`config.mk`:
```
export PLATFORM = sky130hd
export DESIGN_NAME = dd_dispatch_queue
export DESIGN_NICKNAME = d
export VERILOG_FILES = /design/src/rtl/div_pkg.sv /design/src/rtl/sync_fifo_ptr.sv /design/src/rtl/dd_dispatch_queue.sv
export SDC_FILE = /design/constraint.sdc
export NUM_CORES = 1
export LEC_CHECK = 0
export ABC_AREA = 1
export CAP_MARGIN = 10
export CORE_ASPECT_RATIO = 0.6
export CORE_MARGIN = 5
export CORE_UTILIZATION = 50
export CTS_BUF_LIST = sky130_fd_sc_hd__clkbuf_2
export DETAILED_ROUTE_END_ITERATION = 10
export GPL_ROUTABILITY_DRIVEN = 0
export PLACE_DENSITY = 0.73
export SYNTH_ARGS = -nofsm -noshare
export SYNTH_HDL_FRONTEND = slang
export SYNTH_HIERARCHICAL = 1
export SYNTH_SLANG_ARGS = --single-unit
```
`constraint.sdc`:
```
create_clock -name clk -period 4.03 [get_ports clk]
set_clock_uncertainty 0.1 [all_clocks]
set_input_delay 0.403 -clock clk [delete_from_list [all_inputs] [get_ports clk]]
set_output_delay 0.403 -clock clk [all_outputs]
set_load 0.02 [all_outputs]
```
`src/rtl/div_pkg.sv`:
```
// Shared constants and state encoding for the divider front-end blocks.
package div_pkg;

    localparam int DEFAULT_DATA_W  = 16;
    localparam int DEFAULT_DIV_W   = DEFAULT_DATA_W / 2;
    localparam int DEFAULT_JOB_LEN = 32;
    localparam int DEFAULT_DEPTH   = 4;

    // One-hot so each state decodes from a single flop.
    typedef enum logic [3:0] {
        S_IDLE  = 4'b0001,
        S_RUN   = 4'b0010,
        S_DRAIN = 4'b0100,
        S_DONE  = 4'b1000
    } state_t;

endpackage

```
`src/rtl/sync_fifo_ptr.sv`:
```
// Storage array with extra-MSB read/write pointers for full/empty/occupancy.
module sync_fifo_ptr #(
    parameter int DEPTH  = 4,
    parameter int DATA_W = 16
) (
    input  logic                     clk,
    input  logic                     rst,
    input  logic                     clear,
    input  logic                     push,
    input  logic                     pop,
    input  logic [DATA_W-1:0]        wdata,
    output logic [DATA_W-1:0]        rdata,
    output logic                     full,
    output logic                     empty,
    output logic [$clog2(DEPTH):0]   occupancy
);

    localparam int AW = $clog2(DEPTH);

    logic [DATA_W-1:0] mem [DEPTH];
    logic [AW:0]       wp;
    logic [AW:0]       rp;
    logic              push_ok;
    logic              pop_ok;

    assign full      = (wp[AW] != rp[AW]) && (wp[AW-1:0] == rp[AW-1:0]);
    assign empty     = (wp == rp);
    assign occupancy = wp - rp;
    assign push_ok   = push && !full;
    assign pop_ok    = pop && !empty;
    assign rdata     = mem[rp[AW-1:0]];

    // Pointers advance independently and wrap through the extra MSB.
    always_ff @(posedge clk or negedge rst) begin
        if (!rst) begin
            wp <= '0;
            rp <= '0;
        end else if (clear) begin
            wp <= '0;
            rp <= '0;
        end else begin
            if (push_ok) wp <= wp + 1'b1;
            if (pop_ok)  rp <= rp + 1'b1;
        end
    end

    // Storage is cleared on reset so the head fields read as zero afterwards.
    always_ff @(posedge clk or negedge rst) begin
        if (!rst) begin
            for (int i = 0; i < DEPTH; i++) mem[i] <= '0;
        end else if (push_ok && !clear) begin
            mem[wp[AW-1:0]] <= wdata;
        end
    end

endmodule

```
`src/rtl/dd_dispatch_queue.sv`:
```
// In-order staging queue feeding the divider; tracks job length and end-of-job.
module dd_dispatch_queue
    import div_pkg::*;
#(
    parameter int DEPTH   = DEFAULT_DEPTH,
    parameter int DATA_W  = DEFAULT_DATA_W,
    parameter int JOB_LEN = DEFAULT_JOB_LEN
) (
    input  logic                    clk,
    input  logic                    rst,
    input  logic                    start,
    input  logic                    in_valid,
    input  logic [DATA_W-1:0]       in_pair,
    output logic                    in_ready,
    output logic                    out_valid,
    output logic [DATA_W/2-1:0]     out_dividend,
    output logic [DATA_W/2-1:0]     out_divisor,
    output logic                    out_div_by_zero,
    output logic                    out_last,
    input  logic                    out_take,
    output logic [$clog2(DEPTH):0]  occupancy,
    output logic                    job_done,
    output logic                    busy
);

    localparam int DIV_W = DATA_W / 2;
    localparam int CNT_W = $clog2(JOB_LEN + 1);
    localparam logic [CNT_W-1:0] LEN_C  = CNT_W'(JOB_LEN);
    localparam logic [CNT_W-1:0] LAST_C = CNT_W'(JOB_LEN - 1);

    state_t            state;
    state_t            state_next;
    logic [CNT_W-1:0]  acc_cnt;
    logic [CNT_W-1:0]  disp_cnt;
    logic              full;
    logic              empty;
    logic              push;
    logic              pop;
    logic              clear;
    logic [DATA_W-1:0] head;

    assign clear     = (state == S_IDLE) && start;
    assign in_ready  = (state == S_RUN) && !full && (acc_cnt < LEN_C);
    assign out_valid = ((state == S_RUN) || (state == S_DRAIN)) && !empty;
    assign push      = in_valid && in_ready;
    assign pop       = out_take && out_valid;

    assign out_dividend    = head[DATA_W-1:DIV_W];
    assign out_divisor     = head[DIV_W-1:0];
    assign out_div_by_zero = out_valid && (out_divisor == '0);
    assign out_last        = out_valid && (disp_cnt == LAST_C);
    assign busy            = (state != S_IDLE);

    sync_fifo_ptr #(
        .DEPTH  (DEPTH),
        .DATA_W (DATA_W)
    ) u_fifo (
        .clk       (clk),
        .rst       (rst),
        .clear     (clear),
        .push      (push),
        .pop       (pop),
        .wdata     (in_pair),
        .rdata     (head),
        .full      (full),
        .empty     (empty),
        .occupancy (occupancy)
    );

    // State register.
    always_ff @(posedge clk or negedge rst) begin
        if (!rst) state <= S_IDLE;
        else      state <= state_next;
    end

    // Accept/dispatch counters, saturating at the job length.
    always_ff @(posedge clk or negedge rst) begin
        if (!rst) begin
            acc_cnt  <= '0;
            disp_cnt <= '0;
        end else if (clear) begin
            acc_cnt  <= '0;
            disp_cnt <= '0;
        end else begin
            if (push && (acc_cnt < LEN_C))  acc_cnt  <= acc_cnt + 1'b1;
            if (pop && (disp_cnt < LEN_C))  disp_cnt <= disp_cnt + 1'b1;
        end
    end

    // Job sequencing: fill until the last pair is in, drain until it leaves.
    always_comb begin
        state_next = state;
        job_done   = 1'b0;
        unique case (state)
            S_IDLE: begin
                if (start) state_next = S_RUN;
            end
            S_RUN: begin
                if (push && (acc_cnt == LAST_C)) state_next = S_DRAIN;
            end
            S_DRAIN: begin
                if (pop && (disp_cnt == LAST_C)) state_next = S_DONE;
            end
            S_DONE: begin
                job_done   = 1'b1;
                state_next = S_IDLE;
            end
            default: state_next = S_IDLE;
        endcase
    end

endmodule

```
==> out/qor.csv, run 1 <==
stage;metric;value;unit
cts;H-tree depth;3;
detailed_routing;Post-route DRC;0;
cts;CTS clk-pin slew, worst paths;220;ps
cts;clock buffer depth;2;
synth;Synth top cells by count;nand2_1, dfrtp_1, nor2_1, o21ai_0, inv_1;
worst_setup_path;WP data required;3530;ps
final_layout;Synth-to-Final Area Change;15.60;%
synth;area leader, netlist;dfrtp_1;
die;Die Span Y;82.62;µm
cts;CTS buffer count;9;
worst_setup_path;r2r setup slk;1150;ps
flow_run;MaxCap Viol Count;0;
global_route;initial antenna violation count;0;
detailed_routing;WL per Instance;15.41;µm
final_layout;share of cells above drive strength 1;8.600;%
detailed_routing;Via density;5.332;
worst_setup_path;Worst setup startpoint;u_fifo/rp[0];
final_layout;fillcell total;762;
placement;Placed Area;4937;µm²
synth;Synth Cell Area;4394;µm²
detailed_routing;Vias;3759;
synth;area share of the largest cell type after synthesis;48.41;%
cts;CTS tree;built;
global_route;largest net degree at the start of global routing;87;
pwr;power per cell area;705.0;nW/µm²
synth;Synth area leaders;dfrtp_1, nand2_1, o21ai_0;
worst_setup_path;worst-path maximum fanout;35;
die;Core ar.;8523;µm²
final_layout;Antenna diodes;0;
cts;Clock Sinks;86;
cts;Worst-Skew Late Latency;510;ps
global_route;first-pass GRT wire length;18080;µm
worst_setup_path;Arrival @ worst endpoint;2860;ps
final_layout;sequential cell area;2153;µm²
timing;Final setup viols;0;
global_route;grt met3 use;5.913;%
global_route;total gr overflow;0;
cts;Post-CTS Setup Repair Bufs;0;
pwr;Static Leakage;2.652;nW
worst_setup_path;Worst setup EP type;primary output;
synth;syn_area_per_cell;8.137;µm²
die;Ports;46;
timing;Final WS setup;667.8;ps
worst_setup_path;Startpoint Class;flip-flop;
global_route;vias in the first global route;3550;
worst_setup_path;Crit Path Class;reg -> out;
run_status;status;finished clean;
synth;FF+latch count, synth;86;
synth;count leader, synth;nand2_1;
timing;fin crit share;83.43;%
synth;EDFF count, synth;0;
worst_setup_path;reg-to-reg startpoint;u_fifo/rp[0];
detailed_routing;final wirelength;10860;µm
synth;Post-synth ARST share;100.0;%
hold_path;Worst Hold End;u_fifo/mem[61];
die;Cell Rows;26;
hold_path;Hold Path Stages;3;
synth;syn_nets;571;
timing;Fmax;297.4;MHz
die;die width;131.0;µm
final_layout;# nets final;619;
die;Die ar.;10820;µm²
timing;Final Hold Fails;0;
detailed_routing;Initial DRC Count;365;
final_layout;final non-filler cell area;5080;µm²
hold_path;hold_sp;in_pair[13];
final_layout;area of the multi-input gates;2002;µm²
worst_setup_path;worst r2r path cells;13;
detailed_routing;TritonRoute pass-1 iters;5;
placement;I/O Buffers;45;
global_route;grt peak-use layer;met1;
placement;pre-CTS setup slack;1214;ps
final_layout;Final Util;59.60;%
timing;Slew Limit Fails;0;
synth;sequential fraction of the synthesis area;49.00;%
timing;RSZ-0062 raised after global routing;false;
timing;Final min period;3362;ps
placement;placed insts;688;
global_route;met1 Usage GRT;32.67;%
final_layout;Finished Layout Cells;705;
synth;synth unique cells;37;
hold_path;hold crit path type;in -> reg;
cts;Clock Tree Root;clkbuf_2;
die;Initial Util;51.56;%
timing;Fin Setup TNS;0;ps
synth;YS warnings;6;
synth;Main synth FF type;dfrtp_1;
timing;Worst slew margin;28.21;%
pwr;Peak supply drop;0.0002955;V
placement;Final HPWL DP;7594;µm
synth;Gate Count Post-Synth;540;
global_route;GR Layer Usage met2;31.02;%
global_route;GRT Util Overall;21.76;%
worst_setup_path;reg2reg end;u_fifo/mem[6];
detailed_routing;antenna-violating nets left;0;
timing;Worst Max-Slew Pin Slew;1077;ps
==> power by group <==
part | switching [W] | leakage, nW | total, W | internal, W
Clock | 0.000289 | 0.0750 | 0.000490 | 0.000201
Sequential | 0.000180 | 1.16 | 0.00129 | 0.00112
Combinational | 0.00109 | 1.42 | 0.00180 | 0.000711
==> kinds of logic (layout without fill, tap and decap cells) <==
logic type	count (synthesis)	in the layout	share of synthesized area, %
AND/OR/NAND/NOR	329	329	33.86
XOR/XNOR	7	7	1.395
adder cells (fa/ha/maj)	10	10	3.018
buffers and inverters	51	104	5.438
AO/OA/AOI/OAI	57	57	7.289
flip-flops	86	86	49.00
==> worst max-delay path: stages, from the launching register on <==
cell	delay, ps
dfrtp_1	400
buf_4	320
ha_1	320
nand2_1	70
inv_1	60
nand3_2	140
inv_1	60
nor2_1	190
nand3_4	120
inv_1	70
clkdlybuf4s50_1	600
==> flip-flops by register name (all words and copies together), names as in the netlist <==
name        cells
state           4
u_fifo/wp       3
u_fifo/rp       3
disp_cnt        6
u_fifo/mem     64
acc_cnt         6
==> routing by layer <==
layer | share of wire (%) | routed length, µm | vias to the layer above
met5 | 0 | 0 | -
met4 | 0.83 | 90 | 0
met3 | 8.6 | 939 | 9
met2 | 41 | 4497 | 149
met1 | 49 | 5335 | 1781
li1 | - | - | 1820
==> stage by stage <==
| step | hold slack, ps | power [W] |
|---|---|---|
| after floorplan | 7.409 | 0.002415 |
| after global placement | 356.9 | 0.003052 |
| after detailed placement | 360.9 | 0.003097 |
| after CTS | 329.8 | 0.003599 |
| after global routing | 301.5 | 0.003845 |
| final | 386.5 | 0.003581 |
==> cell type report <==
cell class	count	area share (%)
Clock inverter	7	1.724
Multi-Input combinational cell	403	39.41
Timing Repair Buffer	55	10.34
Tap cell	112	2.759
Inverter	33	2.488
Clock buffer	9	0.8867
Sequential cell	86	42.39
==> cell usage in the layout, fill, tap and decap left out, types with 4 or more instances in the layout <==
cell	synthesis	final
nand4_1	7	7
nand2_1	228	228
o21ai_0	34	34
nand2_2	4	4
clkdlybuf4s50_1	0	44
xor2_1	4	4
nand3_1	23	23
nor2_1	43	43
o22ai_1	16	16
dfrtp_1	85	85
buf_4	7	10
clkbuf_2	0	9
nor2_4	7	7
inv_1	31	31
ha_1	9	9
==> how the worst max path moves through the flow <==
stage / endpoint / cells past startpoint / slack (ps)
4_1_cts: in_ready / 10 / 610
2_1_floorplan: u_fifo/mem[10] / 14 / 1380
5_1_grt: in_ready / 10 / 450
6_report: in_ready / 10 / 670
3_3_place_gp: u_fifo/mem[4] / 13 / 1310
3_5_place_dp: u_fifo/mem[3] / 13 / 1210
==> repair_timing <==
item / 4_1_cts / 5_1_grt
gates resized for setup: 0 / 0
endpoints found under the hold margin: 85 / 0
hold buffers: 1 / 0
Power figures use the tool's default switching activity.
==> inputs of run 2 (changes only) <==
==> constraint.sdc (replaced) <==
create_clock -name clk -period 3.2 [get_ports clk]
set_clock_uncertainty 0.1 [all_clocks]
set_input_delay 0.32 -clock clk [delete_from_list [all_inputs] [get_ports clk]]
set_output_delay 0.32 -clock clk [all_outputs]
set_load 0.02 [all_outputs]
==> run 2 against run 1 <==
Sequential cell count unchanged. Clock power grew 29%. Global-route usage up 1.3 points. Highest routed layer unchanged. Non-clock buffer count rose by 5. Total power increased by 28%.
==> out/qor.csv, run 2 (synthesis results as in run 1) <==
stage;metric;value;unit;change
die;die width;131.0;µm;unchanged
timing;Worst Max-Slew Pin Slew;555.7;ps;-521.2 ps
placement;Final HPWL DP;7760;µm;+2.2%
detailed_routing;Vias;3749;;-0.27%
timing;Slew Limit Fails;0;;unchanged
detailed_routing;final wirelength;11420;µm;+5.2%
global_route;largest net degree at the start of global routing;87;;unchanged
die;Core ar.;8523;µm²;unchanged
worst_setup_path;Worst setup EP type;primary output;;
final_layout;# nets final;625;;+0.97%
flow_run;MaxCap Viol Count;0;;unchanged
global_route;total gr overflow;0;;unchanged
global_route;vias in the first global route;3621;;+2.0%
final_layout;commonest non-fill, non-tap cell in the layout;nand2_1;;
worst_setup_path;CP cell instances;buf_4, ha_1, nand2_1, inv_1, nand3_2, inv_1, nor2_1, nand3_4, inv_1, dlygate4sd2_1;;
detailed_routing;TritonRoute pass-1 iters;5;;unchanged
timing;Final WS setup;251.8;ps;-415.9 ps
global_route;GRT Util Overall;23.03;%;+1.3 points
worst_setup_path;CP max-delay cell;dfrtp_2;;
global_route;initial antenna violation count;0;;unchanged
worst_setup_path;Critical Path Max Stage Delay;500;ps;-100 ps
final_layout;Synth-to-Final Area Change;17.37;%;
worst_setup_path;worst-path maximum fanout;7;;-80%
global_route;first-pass GRT wire length;18950;µm;+4.8%
detailed_routing;antenna-violating nets left;0;;unchanged
final_layout;Top Registers;u_fifo/mem: 64 flops, acc_cnt: 6 flops, disp_cnt: 6 flops;;
cts;Worst-Skew Late Latency;560;ps;+50 ps
worst_setup_path;CP dominant cell by count;inv_1;;
timing;RSZ-0062 raised after global routing;false;;
timing;Final Hold Fails;0;;unchanged
timing;Final setup viols;0;;unchanged
worst_setup_path;Arrival @ worst endpoint;2530;ps;-330 ps
final_layout;most frequent cells in the layout;nand2_1, dfrtp_1, nor2_1, clkdlybuf4s50_1, o21ai_0;;
cts;CTS tree;built;;
die;Initial Util;51.56;%;unchanged
hold_path;hold crit path type;in -> async;;
detailed_routing;Initial DRC Count;355;;-2.7%
placement;I/O Buffers;45;;unchanged
worst_setup_path;WP buf/inv;5;;unchanged
detailed_routing;Post-route DRC;0;;unchanged
final_layout;largest reg by FF count;u_fifo/mem;;
worst_setup_path;Crit Path Class;reg -> out;;
timing;Final min period;2948;ps;
pwr;Static Leakage;2.717;nW;+2.5%
cts;Clock Sinks;86;;unchanged
pwr;power per cell area;890.0;nW/µm²;+26%
cts;CTS clk-pin slew, worst paths;230;ps;about the same
final_layout;final non-filler cell area;5157;µm²;+1.5%
detailed_routing;Via density;5.265;;-1.2%
cts;CTS buffer count;9;;unchanged
die;Ports;46;;unchanged
placement;Placed Area;4945;µm²;+0.15%
final_layout;share of cells above drive strength 1;10.18;%;+1.6 points
timing;Fin Setup TNS;0;ps;unchanged
die;Die ar.;10820;µm²;unchanged
timing;Worst slew margin;62.87;%;+35 points
die;Cell Rows;26;;unchanged
cts;H-tree depth;3;;unchanged
final_layout;Final Util;60.51;%;+0.91 points
worst_setup_path;WP data required;2780;ps;-750 ps
worst_setup_path;Startpoint Class;flip-flop;;
detailed_routing;WL per Instance;16.04;µm;+4.1%
final_layout;fillcell total;749;;-1.7%
placement;pre-CTS setup slack;404.9;ps;-809.1 ps
timing;fin crit share;92.13;%;
run_status;status;finished clean;;
worst_setup_path;crit-path leading delay family;buffers and inverters;;
die;Die Span Y;82.62;µm;unchanged
cts;Clock Tree Root;clkbuf_2;;
pwr;Peak supply drop;0.0003515;V;+19%
timing;Fmax;339.2;MHz;
final_layout;max reg flops;64;;unchanged
cts;clock buffer depth;2;;unchanged
==> run 2: cell types whose count changed in the layout (fill, tap and decap cells not counted), moves of 2 or more <==
cell	change
buf_4	+4
clkdlybuf4s50_1	-5
clkinvlp_4	+4
dlygate4sd2_1	+3
dlymetal6s2s_1	+2
clkinv_1	-2
==> run 2: final cells by class <==
type	count	area, µm²	share of cell area [%]
multi-input combinational	403	2002	38.82
inverter	33	130.1	2.523
sequential	86	2155	41.78
clock inverter	6	86.33	1.674
clock buffer	10	50.05	0.9704
timing repair buffer	60	584.3	11.33
tap	112	140.1	2.717
timing repair inverter	1	7.507	0.1456
antenna	1	2.502	0.04852
==> run 2: worst paths after layout <==
path,startpoint,endpoint,slack [ps],depth (start not counted)
max reg2reg,u_fifo/rp[0],u_fifo/mem[1],340,13
min,rst,u_fifo/mem[38],120,2
max in group asynchronous,rst,state[0],2200,3
min in group clk,in_pair[4],u_fifo/mem[20],260,3
max,u_fifo/rp[0],in_ready,250,10
min reg2reg,u_fifo/mem[46],u_fifo/mem[46],410,2
==> run 2: power by group <==
| part | switching (W) | internal, W |
|---|---|---|
| sequential | 0.000233 | 0.00141 |
| combinational | 0.00139 | 0.000926 |
| clock | 0.000373 | 0.000258 |
==> run 2: worst reg2reg max path, delay by kind of cell, from the launching register on <==
| kind | cells | cell delay (ps) |
|---|---|---|
| adders and majority gates | 1 | 300 |
| buffers and inverters | 3 | 270 |
| DFF | 1 | 500 |
| and+or+nand+nor | 9 | 1640 |
==> run 2: repair_timing <==
action / in CTS / in global routing
cloned: 1 / 0
buffers inserted: 3 / 0
gates resized for setup: 6 / 2
hold buffers: 1 / 0
endpoints found under the setup margin: 3 / 2
hold endpoints to repair: 85 / 0
pin swaps: 0 / 0
==> run 2: stage by stage <==
| step | total power (W) | std cells | hold slack [ps] |
|---|---|---|---|
| finish | 0.004590 | 712 | 116.4 |
| global route | 0.004938 | 711 | 98.91 |
| CTS | 0.004611 | 710 | 214.6 |
| detailed placement | 0.003924 | 689 | 360.2 |
| global placement | 0.003853 | 689 | 356.0 |
| floorplan | 0.003041 | 540 | -75.59 |
==> run 2: per-layer routing <==
metal / up-vias / share of wire [%] / track usage, %
met5: - / 0 / 0
met4: 0 / 0.70 / 4.415
met3: 10 / 9.6 / 8.548
met2: 137 / 43 / 33.45
met1: 1768 / 47 / 33.16
li1: 1834 / - / -
